File: src/rtl/fetch_pkg.sv
// Shared definitions for the instruction fetch unit.
// Holds decoder opcodes, the fetch FSM encoding, the default reset PC and an opcode helper.
package fetch_pkg;

    localparam int unsigned INSTR_W = 32;
    localparam int unsigned OP_W    = 6;

    localparam logic [OP_W-1:0] OP_RTYPE = 6'b000000;
    localparam logic [OP_W-1:0] OP_BEQ   = 6'b000100;
    localparam logic [OP_W-1:0] OP_ADDI  = 6'b001000;
    localparam logic [OP_W-1:0] OP_SLTI  = 6'b001010;

    localparam logic [31:0] DEFAULT_RESET_PC = 32'h0000_0000;

    typedef enum logic {
        ST_FETCH = 1'b0,
        ST_FLUSH = 1'b1
    } fetch_state_e;

    function automatic logic [OP_W-1:0] instr_opcode(input logic [INSTR_W-1:0] instr);
        return instr[31:26];
    endfunction

endpackage

File: src/rtl/fetch_fifo.sv
// Prefetch buffer: power-of-two circular FIFO with synchronous flush.
// Flush overrides push/pop; storage resets to RST_VAL so the head reads a known value.
module fetch_fifo #(
    parameter int unsigned       DEPTH   = 2,
    parameter int unsigned       WIDTH   = 64,
    parameter logic [WIDTH-1:0]  RST_VAL = '0
) (
    input  logic                    clk_i,
    input  logic                    rst_i,
    input  logic                    flush_i,
    input  logic                    push_i,
    input  logic [WIDTH-1:0]        data_i,
    input  logic                    pop_i,
    output logic [WIDTH-1:0]        data_o,
    output logic [$clog2(DEPTH):0]  count_o,
    output logic                    full_o,
    output logic                    empty_o
);
    localparam int unsigned PTR_W = $clog2(DEPTH);
    localparam int unsigned CNT_W = PTR_W + 1;

    logic [WIDTH-1:0] mem_q [DEPTH];
    logic [PTR_W-1:0] wr_ptr_q, rd_ptr_q;
    logic [CNT_W-1:0] count_q;

    always_ff @(posedge clk_i or posedge rst_i) begin
        if (rst_i) begin
            wr_ptr_q <= '0;
            rd_ptr_q <= '0;
            count_q  <= '0;
        end else if (flush_i) begin
            wr_ptr_q <= '0;
            rd_ptr_q <= '0;
            count_q  <= '0;
        end else begin
            if (push_i) begin
                wr_ptr_q <= wr_ptr_q + PTR_W'(1);
            end
            if (pop_i) begin
                rd_ptr_q <= rd_ptr_q + PTR_W'(1);
            end
            if (push_i && !pop_i) begin
                count_q <= count_q + CNT_W'(1);
            end else if (!push_i && pop_i) begin
                count_q <= count_q - CNT_W'(1);
            end
        end
    end

    always_ff @(posedge clk_i or posedge rst_i) begin
        if (rst_i) begin
            for (int unsigned i = 0; i < DEPTH; i++) begin
                mem_q[i] <= RST_VAL;
            end
        end else if (push_i && !flush_i) begin
            mem_q[wr_ptr_q] <= data_i;
        end
    end

    assign data_o  = mem_q[rd_ptr_q];
    assign count_o = count_q;
    assign full_o  = (count_q == CNT_W'(DEPTH));
    assign empty_o = (count_q == '0);

endmodule

File: src/rtl/instr_fetch_unit.sv
// Instruction fetch unit: PC stream, credit-limited imem requests, prefetch buffer, redirect flush.
// Define FETCH_ALIGN_CHECK_EN to add the sticky misalign_o flag for unaligned redirect targets.
module instr_fetch_unit
    import fetch_pkg::*;
#(
    parameter int unsigned       ADDR_W    = 32,
    parameter logic [ADDR_W-1:0] RESET_PC  = ADDR_W'(DEFAULT_RESET_PC),
    parameter int unsigned       BUF_DEPTH = 2
) (
    input  logic                clk_i,
    input  logic                rst_i,
    output logic                imem_req_o,
    output logic [ADDR_W-1:0]   imem_addr_o,
    input  logic                imem_gnt_i,
    input  logic                imem_rvalid_i,
    input  logic [INSTR_W-1:0]  imem_rdata_i,
    output logic                instr_valid_o,
    input  logic                instr_ready_i,
    output logic [INSTR_W-1:0]  instr_o,
    output logic [OP_W-1:0]     instr_op_o,
    output logic [ADDR_W-1:0]   pc_o,
    input  logic                redirect_i,
    input  logic [ADDR_W-1:0]   redirect_pc_i
`ifdef FETCH_ALIGN_CHECK_EN
    ,
    output logic                misalign_o
`endif
);
    localparam int unsigned CNT_W   = $clog2(BUF_DEPTH) + 1;
    localparam int unsigned SUM_W   = CNT_W + 1;
    localparam int unsigned ENTRY_W = INSTR_W + ADDR_W;

    fetch_state_e       state_q, state_d;
    logic [ADDR_W-1:0]  fetch_pc_q, fetch_pc_d;
    logic [CNT_W-1:0]   outstanding_q, outstanding_d;
    logic [CNT_W-1:0]   discard_q, discard_d;
    logic               req_q, req_d;

    logic [CNT_W-1:0]   buf_count;
    logic [CNT_W-1:0]   buf_count_nxt_c;
    logic [SUM_W-1:0]   credit_used_c;
    logic               buf_full, buf_empty;
    logic               gnt_c, push_c, pop_c;
    logic [ADDR_W-1:0]  redirect_pc_c, resp_pc_c;
    logic [ENTRY_W-1:0] head;

    assign redirect_pc_c = redirect_pc_i & ~ADDR_W'(3);
    // Live requests are contiguous behind fetch_pc, so the oldest one sits outstanding words back.
    assign resp_pc_c     = fetch_pc_q - (ADDR_W'(outstanding_q) << 2);

    always_comb begin
        state_d         = state_q;
        fetch_pc_d      = fetch_pc_q;
        outstanding_d   = outstanding_q;
        discard_d       = discard_q;
        gnt_c           = req_q & imem_gnt_i;
        push_c          = imem_rvalid_i && (state_q == ST_FETCH) && !redirect_i;
        pop_c           = instr_valid_o && instr_ready_i && !redirect_i;
        buf_count_nxt_c = buf_count;

        if (gnt_c) begin
            fetch_pc_d = fetch_pc_q + ADDR_W'(4);
        end
        if (gnt_c && !imem_rvalid_i) begin
            outstanding_d = outstanding_q + CNT_W'(1);
        end else if (!gnt_c && imem_rvalid_i) begin
            outstanding_d = outstanding_q - CNT_W'(1);
        end

        if (state_q == ST_FLUSH) begin
            if (imem_rvalid_i) begin
                discard_d = discard_q - CNT_W'(1);
            end
            if (discard_d == '0) begin
                state_d = ST_FETCH;
            end
        end

        // Everything still in flight after this edge belongs to the old stream.
        if (redirect_i) begin
            fetch_pc_d = redirect_pc_c;
            discard_d  = outstanding_d;
            state_d    = (outstanding_d == '0) ? ST_FETCH : ST_FLUSH;
        end

        if (redirect_i) begin
            buf_count_nxt_c = '0;
        end else if (push_c && !pop_c) begin
            buf_count_nxt_c = buf_count + CNT_W'(1);
        end else if (!push_c && pop_c) begin
            buf_count_nxt_c = buf_count - CNT_W'(1);
        end

        credit_used_c = SUM_W'(buf_count_nxt_c) + SUM_W'(outstanding_d);
        req_d         = (state_d == ST_FETCH) && (credit_used_c < SUM_W'(BUF_DEPTH));
    end

    always_ff @(posedge clk_i or posedge rst_i) begin
        if (rst_i) begin
            state_q       <= ST_FETCH;
            fetch_pc_q    <= RESET_PC;
            outstanding_q <= '0;
            discard_q     <= '0;
            req_q         <= 1'b0;
        end else begin
            state_q       <= state_d;
            fetch_pc_q    <= fetch_pc_d;
            outstanding_q <= outstanding_d;
            discard_q     <= discard_d;
            req_q         <= req_d;
        end
    end

    fetch_fifo #(
        .DEPTH   (BUF_DEPTH),
        .WIDTH   (ENTRY_W),
        .RST_VAL ({{INSTR_W{1'b0}}, RESET_PC})
    ) u_fifo (
        .clk_i   (clk_i),
        .rst_i   (rst_i),
        .flush_i (redirect_i),
        .push_i  (push_c),
        .data_i  ({imem_rdata_i, resp_pc_c}),
        .pop_i   (pop_c),
        .data_o  (head),
        .count_o (buf_count),
        .full_o  (buf_full),
        .empty_o (buf_empty)
    );

    assign imem_req_o    = req_q;
    assign imem_addr_o   = fetch_pc_q;
    assign instr_valid_o = !buf_empty;
    assign instr_o       = head[ENTRY_W-1 -: INSTR_W];
    assign pc_o          = head[ADDR_W-1:0];
    assign instr_op_o    = instr_opcode(instr_o);

`ifdef FETCH_ALIGN_CHECK_EN
    logic misalign_q;

    always_ff @(posedge clk_i or posedge rst_i) begin
        if (rst_i) begin
            misalign_q <= 1'b0;
        end else if (redirect_i && (redirect_pc_i[1:0] != 2'b00)) begin
            misalign_q <= 1'b1;
        end
    end

    assign misalign_o = misalign_q;
`endif

    rvalid_has_credit_a: assert property (@(posedge clk_i) disable iff (rst_i)
        imem_rvalid_i |-> (outstanding_q != '0));

    no_push_when_full_a: assert property (@(posedge clk_i) disable iff (rst_i)
        push_c |-> (!buf_full || pop_c));

endmodule

File: config.mk
export PLATFORM = sky130hd
export DESIGN_NAME = instr_fetch_unit
export DESIGN_NICKNAME = d
export VERILOG_FILES = /design/src/rtl/fetch_pkg.sv /design/src/rtl/fetch_fifo.sv /design/src/rtl/instr_fetch_unit.sv
export SDC_FILE = /design/constraint.sdc
export NUM_CORES = 1
export LEC_CHECK = 0
export CAP_MARGIN = 25
export CELL_PAD_IN_SITES_DETAIL_PLACEMENT = 1
export CELL_PAD_IN_SITES_GLOBAL_PLACEMENT = 2
export CORE_ASPECT_RATIO = 1.4
export CORE_MARGIN = 10
export CORE_UTILIZATION = 38
export DETAILED_ROUTE_END_ITERATION = 8
export PLACE_DENSITY_LB_ADDON = 0.1
export RECOVER_POWER = 100
export SLEW_MARGIN = 20
export SYNTH_ARGS = -nofsm -noshare
export SYNTH_HDL_FRONTEND = slang
export SYNTH_HIERARCHICAL = 1
export SYNTH_SLANG_ARGS = --single-unit
File: constraint.sdc
create_clock -name clk_i -period 9.7 [get_ports clk_i]
set_clock_uncertainty 0.2 [all_clocks]
set_input_delay 0.97 -clock clk_i [delete_from_list [all_inputs] [get_ports clk_i]]
set_output_delay 0.97 -clock clk_i [all_outputs]
set_load 0.02 [all_outputs]
==> run summary, run 1 <==
final core occ: 47.1%
Max Transition Viols Final: 295
Vias: 6077
largest net degree at the start of global routing: 86
power share of the clock group: 21.5%
Switch Pwr: 1010 uW
WL/cell: 19.7 um
H-tree depth: 4
CP required: 8.53 ns
n_diodes: 0
total gr overflow: 0
Worst-path clk slew: 0.06 ns
crit-path cells: clkbuf_1 -> mux2_2 -> dlygate4sd3_1
CP max FO: 64
Hold WC Path Type: reg -> reg
fin crit share: 62.9%
Post-Syn Area: 8940 sq um
sequential share of power: 38.3%
Reg2Reg Depth: 9
Hold Path Depth: 1
Initial Utilization: 38.5%
share of cells above drive strength 1: 18.2%
Synth Instances: 717
critical path's largest stage delay: 2.72 ns
Die Ht: 202 um
Fmax: 0.164 GHz
Clock Latency Late Sink: 0.43 ns
Final WS setup: 3.60 ns
CTS resizes: 0
die area: 30200 sq um
Hold Fails Final Rpt: 0
RSZ-0062 raised after global routing: no
Yosys warnings: 6
hold buffers post-CTS: 0
crit path time final: 6.10 ns
RR Startpoint: imem_addr_o[2]$_DFFE_PP0N_
Peak VDD IR: 0.126 mV
drt first pass iters: 4
NumNets Final: 936
P_leak: 0.00464 uW
Die Wd: 150 um
Worst setup EP type: output port
violated checks: max-capacitance violations, max-slew violations
status: complete, but fails checks
clock sink count: 168
first-pass GRT wire length: 38100 um
pwr dens: 270 nW/um^2
Sw Ratio: 34.3%
Arrival @ worst endpoint: 4.93 ns
Critical Path Slowest Stage Cell: clkbuf_1
Detail Route Antenna Nets: 0
clk buf depth: 2
port buffer count: 169
number of DRC markers in iteration 0: 196
TritonCTS clock tree: yes
Avg Cell Area, Syn: 12.5 sq um
DRT Wirelength: 23300 um
GPL Wtd Cong: 0.735
max-cap viol count: 5
initial antenna violation count: 0
combinational power share: 40.2%
Post-CTS Setup Repair Bufs: 0
Min-Delay Endpoint: u_fifo/mem_q[53]$_DFFE_PP0P_
vias in the first global route: 6840
Worst-Margin Slew: 3.93 ns
crit path kind: reg -> out
Slew Limit Headroom: -162%
WHS: 0.288 ns
R2R Setup Slk: 6.40 ns
Filler cells: 2452
Core Area: 23200 sq um
TritonCTS Buffers: 17
Avg Vias per Cell: 5.15
row cnt: 66
Root Buffer: clkbuf_16
Final Setup Violations: 0
delay-heaviest family, CP: buffers and inverters
worst slack at placement: 5.01 ns
crit start category: flop
area growth from synthesis to layout: 22.3%
drc violations: 0
setup_tns: 0 ns
Internal: 1940 uW
overall routing resource usage: 15.9%
buffers plus inverters on the worst setup path: 2
end of the worst register-to-register path: u_fifo/mem_q[26]$_DFFE_PP0P_
HPWL reported at the end of detailed placement: 16600 um
IO Pins: 174
Hold Crit Start: u_fifo/mem_q[53]$_DFFE_PP0P_
[registers in the layout (all words and copies together), names as in the netlist, 2 cells and up]
register,flops
u_fifo/count_o,2
outstanding_q,2
imem_addr_o,30
u_fifo/mem_q,128
discard_q,2
[metal layers]
layer | GRT usage (%) | vias to the layer above | share of wire, %
met5 | 0 | - | 0
met4 | 5.64 | 0 | 2.1
met3 | 4.54 | 27 | 5.1
met2 | 26.7 | 133 | 50
met1 | 18.7 | 3073 | 42
li1 | - | 2844 | -
[cell usage in the layout (no fill, tap or decap), types with 6 or more instances in the layout]
master           instances
dfrtp_1                167
mux2_2                 110
dlygate4sd3_1           86
clkdlybuf4s50_1         82
mux2_1                  81
nand2_1                 31
nor2_1                  28
xor2_1                  26
xnor2_1                 23
nand3_1                 22
o21ai_0                 21
nor3_1                  17
clkbuf_16               17
nand4_1                 15
inv_1                   15
nor4_1                  12
or4_1                   11
a31oi_1                 10
clkbuf_1                10
o31ai_1                  8
conb_1                   6
clkinv_2                 6
[through the flow]
step           total power (uW)  std cells  cell area, sq um
6_report                   2960       1179             10900
5_1_grt                    3150       1179             10900
4_1_cts                    3160       1178             11200
3_5_place_dp               2490       1146             10600
3_3_place_gp               2440       1145             10600
2_1_floorplan              1960        722              8960
[how the worst max path moves through the flow]
stage | start | endpoint | slack [ns] | cells past startpoint
after global routing | rst_i | u_fifo/mem_q[31]$_DFFE_PP0P_ | 2.78 | 3
after global placement | imem_rvalid_i | u_fifo/mem_q[38]$_DFFE_PP0P_ | 4.74 | 5
after detailed placement | imem_rvalid_i | u_fifo/mem_q[24]$_DFFE_PP0P_ | 5.01 | 5
final | u_fifo/rd_ptr_q$_DFFE_PP0P_ | pc_o[31] | 3.60 | 3
after floorplan | rst_i | u_fifo/count_o[0]$_DFFE_PP0P_ | 5.00 | 1
after CTS | imem_rvalid_i | u_fifo/mem_q[43]$_DFFE_PP0P_ | 5.46 | 5
[layout make-up]
class / instances / area, sq um / share of cell area [%]
clock buffer: 23 / 468 / 4.28
sequential: 168 / 4210 / 38.4
inverter: 16 / 61.3 / 0.560
clock inverter: 9 / 75.1 / 0.686
timing repair buffer: 177 / 1720 / 15.8
multi-input combinational: 480 / 4020 / 36.8
tap: 306 / 383 / 3.50
[power groups by stage]
stage	combinational [uW]	sequential, uW	clock (uW)
global route	1280	1170	695
floorplan	862	1090	0
global placement	1320	1120	0
finish	1190	1130	637
CTS	1360	1140	658
detailed placement	1350	1150	0
Note: power is estimated with default switching activity, not from simulation.
==> inputs of run 2 (changes only) <==
Settings changed: CORE_UTILIZATION 38 to 35.
Clock period 9.7 ns to 6.2 ns, I/O delays scaled along.
==> run 2 against run 1 <==
  * The run still ends with max-capacitance violations, max-slew violations left
  * Cell count grew 1.2%
  * Clock power increased by 63%
  * Worst hold slack worse by 0.0045 ns
  * Critical endpoint is now pc_o[18]
==> run summary, run 2 (synthesized netlist as in run 1, its figures left out) <==
status: complete, but fails checks
GPL Wtd Cong: 0.789 (+7.3%)
Avg Vias per Cell: 5.16 (about the same)
RR Startpoint: state_q$_DFF_PP0_
Hold WC Path Type: reg -> reg
Initial Utilization: 35.4% (-3.2 points)
crit path kind: reg -> out
Worst-path clk slew: 0.06 ns (about the same)
clk buf depth: 2 (unchanged)
Die Wd: 155 um (+3.6%)
HPWL reported at the end of detailed placement: 17000 um (+2.7%)
Worst setup EP type: output port
Root Buffer: clkbuf_16
crit start category: flop
most frequent cells in the layout: dfrtp_1 (168), mux2_2 (118), dlygate4sd3_1 (93)
pwr dens: 425 nW/um^2 (+57%)
largest net degree at the start of global routing: 78 (-9.3%)
Detail Route Antenna Nets: 0 (unchanged)
fin crit share: 72.2%
vias in the first global route: 6777 (-0.92%)
share of cells above drive strength 1: 19.2% (+1.0 points)
design area: 11000 sq um (+0.47%)
first-pass GRT wire length: 38500 um (+0.98%)
placed inst area: 10700 sq um (+0.12%)
WL/cell: 19.9 um (+0.88%)
CTS resizes: 0 (unchanged)
Arrival @ worst endpoint: 3.65 ns (-1.28 ns)
n_diodes: 0 (unchanged)
NumNets Final: 937 (+0.11%)
port buffer count: 169 (unchanged)
CP required: 5.38 ns (-3.15 ns)
Final Instance Count excl. Fillers: 1193 (+1.2%)
total gr overflow: 0 (unchanged)
Slew Limit Headroom: -133% (+29 points)
die area: 32400 sq um (+7.6%)
Hold Path Depth: 1 (unchanged)
placed insts: 1159 (+1.1%)
row cnt: 69 (+4.5%)
final core occ: 43.4% (-3.7 points)
Hold Fails Final Rpt: 0 (unchanged)
TritonCTS Buffers: 17 (unchanged)
max reg flops: 128 (unchanged)
H-tree depth: 4 (unchanged)
overall routing resource usage: 14.9% (-0.97 points)
crit path time final: 4.47 ns
drc violations: 0 (unchanged)
Peak VDD IR: 0.245 mV (+94%)
RSZ-0062 raised after global routing: no
P_leak: 0.00466 uW (+0.46%)
Vias: 6152 (+1.2%)
Max Transition Viols Final: 220 (-25%)
setup_tns: 0 ns (unchanged)
initial antenna violation count: 0 (unchanged)
Final Setup Violations: 0 (unchanged)
end of the worst register-to-register path: u_fifo/mem_q[97]$_DFFE_PP0P_
R2R Setup Slk: 2.53 ns (-3.87 ns)
Min-Delay Endpoint: u_fifo/mem_q[121]$_DFFE_PP0P_
violated checks: max-capacitance violations, max-slew violations
area growth from synthesis to layout: 22.9%
drt first pass iters: 4 (unchanged)
Core Area: 25300 sq um (+9.0%)
CP max FO: 39 (-39%)
Hold Crit Start: u_fifo/mem_q[121]$_DFFE_PP0P_
hold buffers post-CTS: 0 (unchanged)
max-cap viol count: 5 (unchanged)
Clock Latency Late Sink: 0.43 ns (about the same)
commonest non-fill, non-tap cell in the layout: dfrtp_1
clock sink count: 168 (unchanged)
Filler cells: 2688 (+9.6%)
DRT Wirelength: 23700 um (+2.1%)
Worst-Margin Slew: 3.47 ns (-0.461 ns)
TritonCTS clock tree: yes
Reg2Reg Depth: 4 (-5)
number of DRC markers in iteration 0: 165 (-16%)
Biggest register: u_fifo/mem_q
IO Pins: 174 (unchanged)
Die Ht: 209 um (+3.8%)
Post-CTS Setup Repair Bufs: 0 (unchanged)
Fmax: 0.224 GHz
==> run 2: cell count changes in the layout (fill, tap and decap cells not counted), sizes merged <==
cell,before,now
clkdlybuf4s50,82,75
buf,3,4
bufinv,1,2
clkinv,6,5
dlygate4sd3,86,93
==> run 2: worst max-delay path by stage <==
stage | slack (ns) | start | cells after the start | to
2_1_floorplan | 1.85 | rst_i | 1 | u_fifo/count_o[0]$_DFFE_PP0P_
3_3_place_gp | 2.21 | imem_rvalid_i | 8 | imem_req_o$_DFF_PP0_
3_5_place_dp | 2.19 | imem_rvalid_i | 8 | imem_req_o$_DFF_PP0_
4_1_cts | 2.35 | u_fifo/rd_ptr_q$_DFFE_PP0P_ | 3 | pc_o[18]
5_1_grt | 1.48 | u_fifo/rd_ptr_q$_DFFE_PP0P_ | 3 | pc_o[16]
6_report | 1.73 | u_fifo/rd_ptr_q$_DFFE_PP0P_ | 3 | pc_o[18]
==> run 2: final cells by class <==
type                    count  area (sq um)  area share [%]
clock buffers              23           468            4.26
multi-input cells         480          4020            36.6
well taps                 319           399            3.63
flip-flops and latches    168          4200            38.3
inverters                  16          61.3           0.558
clock inverters             9           100           0.911
repair buffers            178          1740            15.8
==> run 2: through the flow <==
step                power, uW  hold WS [ns]  setup slack (ns)
floorplan                3060         0.254              1.85
global placement         3830         0.264              2.21
detailed placement       3910         0.272              2.19
CTS                      4990         0.287              2.35
global route             4970         0.305              1.48
finish                   4670         0.283              1.73
==> run 2: critical path, stage by stage (launching register included) <==
cell	delay, ns
dfrtp_1	1.54
buf_4	0.56
mux2_2	0.42
dlygate4sd3_1	0.66
==> run 2: routing by layer <==
layer  track usage [%]  up-vias  share of wire [%]
li1                  -     2862                  -
met1              17.3     3128                 42
met2              25.4      134                 51
met3              4.23       28                5.0
met4              5.29        0                2.0
met5                 0        -                  0
==> run 2: power breakdown <==
part	total [uW]	internal, uW	switching, uW
Clock	1040	611	432
Sequential	1780	1510	269
Combinational	1850	952	893
==> inputs of run 3 (changes only) <==
Settings changed: CORE_UTILIZATION 35 to 32.
Clock period 6.2 ns to 3.9 ns, I/O delays scaled along.
==> run 3 against run 2 <==
  * The run still ends with max-capacitance violations, max-slew violations left
  * Flip-flop and latch count unchanged
  * Power rose by 61%
  * Sequential share of layout area fell by 0.81 points
  * Clock-buffer cell count did not move
  * Non-clock buffer count increased by 12
  * Clock power rose by 65%
  * Worst hold slack got worse by 0.13 ns
  * Routed wire length up 3.8%
  * Critical path type unchanged
==> run summary, run 3 (synthesized netlist as in run 1, its figures left out) <==
Post-CTS Setup Repair Bufs: 0 (unchanged)
RR Startpoint: state_q$_DFF_PP0_
crit path kind: reg -> out
Switch Pwr: 2550 uW (+60%)
combinational power share: 39.7% (about the same)
H-tree depth: 4 (unchanged)
TritonCTS Buffers: 17 (unchanged)
Die Ht: 218 um (+4.1%)
commonest non-fill, non-tap cell in the layout: dfrtp_1
HPWL reported at the end of detailed placement: 18500 um (+8.7%)
Sw Ratio: 33.9% (-0.24 points)
pwr dens: 670 nW/um^2 (+58%)
total gr overflow: 0 (unchanged)
Worst-path clk slew: 0.07 ns (about the same)
Root Buffer: clkbuf_16
n_diodes: 0 (unchanged)
initial antenna violation count: 0 (unchanged)
port buffer count: 169 (unchanged)
P_leak: 0.00475 uW (+1.9%)
TritonCTS clock tree: yes
crit path time final: 3.35 ns
number of DRC markers in iteration 0: 132 (-20%)
row cnt: 72 (+4.3%)
Peak VDD IR: 0.292 mV (+19%)
max-cap viol count: 1 (-4)
RSZ-0062 raised after global routing: no
Slew Limit Headroom: -45.9% (+87 points)
Worst setup EP type: output port
most frequent cells in the layout: dfrtp_1 (168), mux2_2 (128), dlygate4sd3_1 (103)
drt first pass iters: 4 (unchanged)
setup_tns: 0 ns (unchanged)
Arrival @ worst endpoint: 2.76 ns (-0.89 ns)
Worst-Margin Slew: 2.19 ns (-1.28 ns)
Vias: 6175 (+0.37%)
status: complete, but fails checks
Initial Utilization: 32.4% (-2.9 points)
R2R Setup Slk: 0.98 ns (-1.55 ns)
Biggest register: u_fifo/mem_q
Reg2Reg Depth: 5 (+1)
max reg flops: 128 (unchanged)
GPL Wtd Cong: 0.759 (-3.7%)
NumNets Final: 949 (+1.3%)
IO Pins: 174 (unchanged)
worst slack at placement: 0.546 ns (-1.65 ns)
first-pass GRT wire length: 39500 um (+2.7%)
clk buf depth: 2 (unchanged)
Die Wd: 161 um (+4.0%)
Hold WC Path Type: in -> reg
DRT Wirelength: 24600 um (+3.8%)
clock sink count: 168 (unchanged)
Min-Delay Endpoint: u_fifo/count_o[0]$_DFFE_PP0P_
sequential share of power: 37.5% (-0.6 points)
crit start category: flop
Filler cells: 2973 (+11%)
vias in the first global route: 6956 (+2.6%)
Core Area: 27600 sq um (+9.0%)
largest net degree at the start of global routing: 55 (-29%)
Hold Crit Start: redirect_i
hold buffers post-CTS: 0 (unchanged)
Final Setup Violations: 0 (unchanged)
CTS resizes: 0 (unchanged)
Fmax: 0.299 GHz
Max Transition Viols Final: 37 (-83%)
Detail Route Antenna Nets: 0 (unchanged)
fin crit share: 85.8%
Internal: 4970 uW (+62%)
drc violations: 0 (unchanged)
CP max FO: 51 (+31%)
Final WS setup: 0.554 ns (-1.17 ns)
area growth from synthesis to layout: 25.6%
end of the worst register-to-register path: u_fifo/mem_q[101]$_DFFE_PP0P_
CP required: 3.31 ns (-2.07 ns)
share of cells above drive strength 1: 21.4% (+2.1 points)
die area: 35100 sq um (+8.3%)
overall routing resource usage: 14.2% (-0.70 points)
Hold Path Depth: 2 (+1)
Avg Vias per Cell: 4.92 (-4.6%)
Hold Fails Final Rpt: 0 (unchanged)
Clock Latency Late Sink: 0.43 ns (about the same)
violated checks: max-capacitance violations, max-slew violations
power share of the clock group: 22.8% (+0.4 points)
WL/cell: 19.6 um (-1.3%)
[run 3: cell types whose count changed in the layout (fill, tap and decap cells not counted), sizes merged, moves of 4 or more]
cell           change
clkdlybuf4s50     -10
dlygate4sd3       +10
buf                +8
clkbuf             +4
[run 3: critical path: stages, from the launching register on]
cell	delay, ns
dfrtp_1	0.83
buf_12	0.37
mux2_2	0.40
dlygate4sd3_1	0.66
[run 3: worst max-delay path by stage]
stage                                            from                      endpoint  slack, ns  cells after the start
after floorplan                         imem_rvalid_i          imem_req_o$_DFF_PP0_       0.90                      8
after global placement                  imem_rvalid_i  u_fifo/mem_q[38]$_DFFE_PP0P_       0.59                      6
after detailed placement                imem_rvalid_i  u_fifo/mem_q[47]$_DFFE_PP0P_       0.55                      6
after CTS                 u_fifo/rd_ptr_q$_DFFE_PP0P_                       pc_o[9]       0.82                      3
after global routing      u_fifo/rd_ptr_q$_DFFE_PP0P_                       pc_o[9]       0.42                      3
final                     u_fifo/rd_ptr_q$_DFFE_PP0P_                      pc_o[20]       0.55                      3
[run 3: cell type report]
class | instances | area [sq um] | area share [%]
inverter | 16 | 61.3 | 0.546
clock inverter | 8 | 121 | 1.08
multi-input combinational | 480 | 4030 | 35.9
timing repair buffer | 190 | 1880 | 16.8
sequential | 168 | 4200 | 37.4
tap | 370 | 463 | 4.12
clock buffer | 23 | 468 | 4.17
[run 3: metrics by stage]
| stage | util (%) | area (sq um) | hold WS (ns) | total power [uW] | cells |
|---|---|---|---|---|---|
| 6_report | 40.7 | 11200 | 0.158 | 7520 | 1255 |
| 5_1_grt | 40.7 | 11200 | 0.153 | 8010 | 1255 |
| 4_1_cts | 41.6 | 11500 | 0.149 | 8050 | 1253 |
| 3_5_place_dp | 39.5 | 10900 | 0.280 | 6280 | 1222 |
| 3_3_place_gp | 39.5 | 10900 | 0.263 | 6140 | 1222 |
| 2_1_floorplan | - | 8970 | 0.253 | 4860 | 722 |
[run 3: layer usage]
metal | global-route usage [%] | vias up | wire length [um] | share of wire [%]
li1 | - | 2872 | - | -
met1 | 16.5 | 3154 | 10300 | 42
met2 | 24.8 | 132 | 12900 | 52
met3 | 4.02 | 17 | 1140 | 4.6
met4 | 3.95 | 0 | 325 | 1.3
met5 | 0 | - | 0 | 0
[run 3: power by group through the flow]
| stage | registers [uW] | logic [uW] | clock network, uW |
|---|---|---|---|
| final | 2820 | 2990 | 1720 |
| after global routing | 2920 | 3230 | 1860 |
| after CTS | 2840 | 3430 | 1780 |
| after detailed placement | 2870 | 3410 | 0 |
| after global placement | 2800 | 3340 | 0 |
| after floorplan | 2720 | 2140 | 0 |
